==> src/rtl/or_1bit_arbiter.sv <==
`default_nettype none
// ============================================================================
// Module   : or_1bit_arbiter
// Purpose  : Round-robin scheduler sharing one 1-bit OR datapath between
//            NUM_REQ requesters, with valid/ready request and response sides.
// Revision : 1.0  initial release
// ============================================================================
module or_1bit_arbiter #(
  parameter int NUM_REQ = 4,
  parameter int ID_W    = 2,
  parameter int CNT_W   = 16
) (
  input  logic               clk,
  input  logic               rst_n,
  input  logic [NUM_REQ-1:0] req_valid,
  input  logic [NUM_REQ-1:0] req_a,
  input  logic [NUM_REQ-1:0] req_b,
  output logic [NUM_REQ-1:0] req_ready,
  output logic [NUM_REQ-1:0] rsp_valid,
  output logic               rsp_data,
  input  logic [NUM_REQ-1:0] rsp_ready,
  output logic [ID_W-1:0]    grant_id,
  output logic               busy,
  output logic [CNT_W-1:0]   op_count
);

  localparam logic [1:0] S_IDLE = 2'd0;
  localparam logic [1:0] S_EXEC = 2'd1;
  localparam logic [1:0] S_RESP = 2'd2;

  localparam logic [ID_W-1:0]  c_last_id = ID_W'(NUM_REQ - 1);
  localparam logic [CNT_W-1:0] c_cnt_max = {CNT_W{1'b1}};

  logic [1:0]         r_state;
  logic [ID_W-1:0]    r_rr_ptr;
  logic [ID_W-1:0]    r_grant_id;
  logic               r_a;
  logic               r_b;
  logic               r_rsp_data;
  logic [CNT_W-1:0]   r_op_count;

  logic               w_found;
  logic [ID_W-1:0]    w_winner;
  logic [ID_W-1:0]    w_cand;
  logic [NUM_REQ-1:0] w_req_ready;
  logic [NUM_REQ-1:0] w_rsp_valid;
  logic               w_or_result;

  // Scan from the round-robin pointer; the first valid requester wins.
  always_comb begin
    w_found  = 1'b0;
    w_winner = '0;
    w_cand   = '0;
    for (int k = 0; k < NUM_REQ; k++) begin
      w_cand = ID_W'((int'(r_rr_ptr) + k) % NUM_REQ);
      if (!w_found && req_valid[w_cand]) begin
        w_found  = 1'b1;
        w_winner = w_cand;
      end
    end
  end

  // Gated by rst_n so nothing is offered while the block is held in reset.
  always_comb begin
    w_req_ready = '0;
    if (rst_n && (r_state == S_IDLE) && w_found) begin
      w_req_ready[w_winner] = 1'b1;
    end
  end

  always_comb begin
    w_rsp_valid = '0;
    if (r_state == S_RESP) begin
      w_rsp_valid[r_grant_id] = 1'b1;
    end
  end

  // Shared 1-bit OR datapath, fed only from the latched operand pair.
  assign w_or_result = r_a | r_b;

  always_ff @(posedge clk or negedge rst_n) begin
    if (!rst_n) begin
      r_state    <= S_IDLE;
      r_rr_ptr   <= '0;
      r_grant_id <= '0;
      r_a        <= 1'b0;
      r_b        <= 1'b0;
      r_rsp_data <= 1'b0;
      r_op_count <= '0;
    end else begin
      case (r_state)
        S_IDLE: begin
          if (w_found) begin
            r_a        <= req_a[w_winner];
            r_b        <= req_b[w_winner];
            r_grant_id <= w_winner;
            r_state    <= S_EXEC;
          end
        end
        S_EXEC: begin
          r_rsp_data <= w_or_result;
          r_state    <= S_RESP;
        end
        S_RESP: begin
          if (rsp_ready[r_grant_id]) begin
            r_rr_ptr <= (r_grant_id == c_last_id) ? '0 : r_grant_id + ID_W'(1);
            if (r_op_count != c_cnt_max) begin
              r_op_count <= r_op_count + CNT_W'(1);
            end
            r_state <= S_IDLE;
          end
        end
        default: r_state <= S_IDLE;
      endcase
    end
  end

  assign req_ready = w_req_ready;
  assign rsp_valid = w_rsp_valid;
  assign rsp_data  = r_rsp_data;
  assign grant_id  = r_grant_id;
  assign busy      = (r_state != S_IDLE);
  assign op_count  = r_op_count;

endmodule
`default_nettype wire

==> config.mk <==
export PLATFORM = sky130hd
export DESIGN_NAME = or_1bit_arbiter
export DESIGN_NICKNAME = d
export VERILOG_FILES = /design/src/rtl/or_1bit_arbiter.sv
export SDC_FILE = /design/constraint.sdc
export NUM_CORES = 1
export LEC_CHECK = 0
export ABC_AREA = 1
export ABC_CLOCK_PERIOD_IN_PS = 3330
export CORE_UTILIZATION = 50
export CTS_BUF_LIST = sky130_fd_sc_hd__clkbuf_4
export DETAILED_ROUTE_END_ITERATION = 12
export PLACE_DENSITY_LB_ADDON = 0.1
export SETUP_SLACK_MARGIN = 0.15
export SLEW_MARGIN = 20
export SYNTH_ARGS = -nofsm -noshare
export SYNTH_HDL_FRONTEND = slang
export SYNTH_SLANG_ARGS = --single-unit
export TNS_END_PERCENT = 50
==> constraint.sdc <==
create_clock -name clk -period 3.33 [get_ports clk]
set_input_delay 0.666 -clock clk [delete_from_list [all_inputs] [get_ports clk]]
set_output_delay 0.666 -clock clk [all_outputs]
set_load 0.02 [all_outputs]
==> out/metrics.yaml <==
status: "complete, no violations"
rsz0062_at_grt: "yes"
cpLargestDelayFamily: "buffers and inverters"
seq_area_frac_synth: 0.374
min_from: "r_b$_DFFE_PN0P_"
place_hpwl_mm: 2.91
leakage_uw: 0.00114
gp_congestion: 0.863
synth_cell_type_count: 24
critical_path.cell_chain: "clkdlybuf4s50_1 -> inv_1 -> nand2_1 -> nand2_1 -> o21ai_1 -> nand3b_1 -> nand2_2 -> inv_4 -> nand2_2 -> nor3_1 -> dlygate4sd2_1"
grt_pass1_wl_mm: 6.06
clock_power_share: 0.074
post-place-ws_ns: -0.0691
io_pins: 46
synth_top_area_share: 0.374
setup_ws_ns: 0.268
syn_inst: 225
ys_seq_elements: 25
ant_nets: 0
via_per_inst: 4.71
placed_cells: 322
clk_path_buf_depth: 2
worstMarginPinSlew_ns: 0.296
timing.final.hold_violations: 0
fmax_mhz: 327
min_path_cells: 2
numCtsBuffers: 3
crit_path_end_kind: "primary output"
fin_nets: 306
peakVddDrop_uv: 424
cp_slowest_stage_delay_ns: 0.47
antenna_cells: 0
synth-xor-area-share: 0.0734
root_buffer: "clkbuf_4"
synth_compound_area_frac: 0.0240
cp.required_ns: 2.66
swShare: 0.487
core_um2: 3100
min_path_type: "flop to flop"
drtIter0Drc: 31
dieArea_um2: 3580
via_count: 1536
ys_warn_count: 0
drc: 0
path_max_fanout: 4
synthSimpleGateAreaFrac: 0.414
slew-limit-headroom: 0.801
antenna_found_initial: 0
slew_violations: 0
r2r_end: "r_a$_DFFE_PN0P_"
r2r_cells: 16
syn_area_um2: 1670
cts_max_level: 1
setup_viol: 0
critical_path_class: "input pin to primary output"
powerDensity_nw_per_um2: 808
routedWlPerCell_um: 10.9
insertion_delay_ns: 0.31
synth_mux_area_frac: 0
switchingPower_uw: 886
start_util: 0.539
internal-power_uw: 932
synth_top_family_by_area: "simple AND/OR/NAND/NOR gates"
grt-ovfl-total: 0
yosys.area.top_type: "dfrtp_1"
row_count: 20
finalClockSkew_ns: 0.00417
critPathLaunchType: "input pin"
port-buffer-count: 45
power_uw: 1820
reg2reg_from: "r_rr_ptr[0]$_DFFE_PN0P_"
path_buf_inv: 4
die_height_um: 59.8
grt_util_all_layers: 0.224
path_clk_slew_ns: 0.14
firstDrtPassIters: 4
power.share.sequential: 0.263
cts_tree: "yes"
fin_crit_ns: 3.06
grt_pass1_vias: 1521
fin_cells: 326
cts_hold_buf: 0
synth_nets: 248
combPwrFrac: 0.664
die_x_um: 59.8
clock_sinks: 25
yosys.area_share.adder: 0.0374
synth.top_cells.by_area: "dfrtp_1, nand2_1, inv_1, nand3_1, xor2_1"
drive_above_1_share: 0.167
cap_violations: 0
ff2ff_setup_slack_ns: 1.37
drt-total-wl_mm: 3.55
cpMaxStageDelayCell: "clkdlybuf4s50_1"
fin_crit_sh: 0.919
min_to: "r_b$_DFFE_PN0P_"
syn_to_final_growth_pct: 34.7
grt_max_degree: 26
crit_arrival_ns: 2.40
avgSynthCellArea_um2: 7.43
==> flip-flops by register name (all words and copies together) (netlist names) <==
signal,flops
op_count,16
r_state,2
grant_id,2
r_b,1
r_a,1
r_rr_ptr,2
rsp_data,1
==> cells in the mapped netlist <==
cell / instances
nor3_1: 7
a21oi_1: 2
xnor2_1: 5
o21ai_1: 1
nand2_2: 10
nand3_1: 17
nand2_4: 4
nor2_2: 4
inv_1: 24
nand4_1: 1
xor2_1: 9
dfrtp_1: 25
inv_4: 2
o21ai_0: 5
ha_1: 5
inv_2: 4
nand3b_1: 1
nor2_1: 15
nand2_1: 75
nand3_2: 2
nor3_2: 1
nor2_4: 4
buf_6: 1
nand4_2: 1
==> per-layer routing <==
metal  global-route usage  vias up  wire (um)
li1                     -      810          -
met1                0.254      698       1540
met2                0.411       26       1870
met3               0.0368        2        124
met4               0.0930        0         19
met5                    0        -          0
==> metrics by stage <==
step	cell area, um2	utilization	hold slack (ns)	setup TNS, ns
3_5_place_dp	2230	0.720	0.473	-0.135
5_1_grt	2250	0.725	0.527	0
6_report	2250	0.725	0.501	0
2_1_floorplan	1670	-	0.370	0
4_1_cts	2260	0.728	0.504	0
3_3_place_gp	2230	0.720	0.468	-0.0506
==> worst register-to-register path: stages (launching register included) <==
cell and delay [ns]:
dfrtp_1 0.54, inv_2 0.14, nand2_1 0.13, nand2_4 0.08, nand2_1 0.07, nand2_2 0.06, nor2_4 0.10, nand3_2 0.12
nand2_4 0.09, nand2_4 0.05, buf_4 0.15, nand2_1 0.05, nand2_1 0.05, nand2_1 0.06, nand2_1 0.06, nand2_1 0.05
nand2_1 0.05
==> how the worst max path moves through the flow <==
| stage | from | depth (start not counted) | slack [ns] | endpoint |
|---|---|---|---|---|
| after floorplan | req_valid[2] | 10 | 0.79 | req_ready[0] |
| after global placement | req_valid[3] | 12 | -0.03 | req_ready[2] |
| after detailed placement | req_valid[3] | 12 | -0.07 | req_ready[1] |
| after CTS | req_valid[3] | 12 | 0.21 | req_ready[1] |
| after global routing | req_valid[1] | 12 | 0.09 | req_ready[3] |
| final | req_valid[3] | 11 | 0.27 | req_ready[3] |
==> power by group through the flow <==
stage | Sequential (uW) | Clock [uW] | Combinational [uW]
2_1_floorplan | 504 | 0 | 772
3_3_place_gp | 479 | 0 | 1210
3_5_place_dp | 483 | 0 | 1230
4_1_cts | 478 | 141 | 1220
5_1_grt | 491 | 153 | 1350
6_report | 478 | 134 | 1210
==> layout by cell type, fill, tap and decap left out, drive strengths merged <==
cell	n
nand2	89
clkdlybuf4s50	41
inv	30
dfrtp	25
nor2	23
nand3	19
xor2	9
buf	9
nor3	8
o21ai	6
xnor2	5
ha	5
clkbuf	5
a21oi	2
dlygate4sd2	2
nand4	2
nand3b	1
clkinvlp	1
==> repair_timing <==
action / in CTS / in global routing
setup buffers: 0 / 0
hold endpoints to repair: 0 / 0
gates resized for setup: 4 / 6
endpoints found under the setup margin: 4 / 4
==> layout make-up <==
type / instances / area [um2]
flip-flops and latches: 25 / 626
inverters: 30 / 118
well taps: 44 / 55.1
clock buffers: 3 / 22.5
fillers: 273 / 852
multi-input cells: 169 / 917
repair buffers: 54 / 505
clock inverters: 1 / 7.51
==> logic make-up (layout without fill, tap and decap cells) <==
kind of cell / Yosys count / in the layout
adder cells (fa/ha/maj): 5 / 5
XOR/XNOR: 14 / 14
AND/OR/NAND/NOR: 142 / 142
AO/OA/AOI/OAI: 8 / 8
buffers and inverters: 31 / 88
flip-flops: 25 / 25
Power figures use the tool's default switching activity.
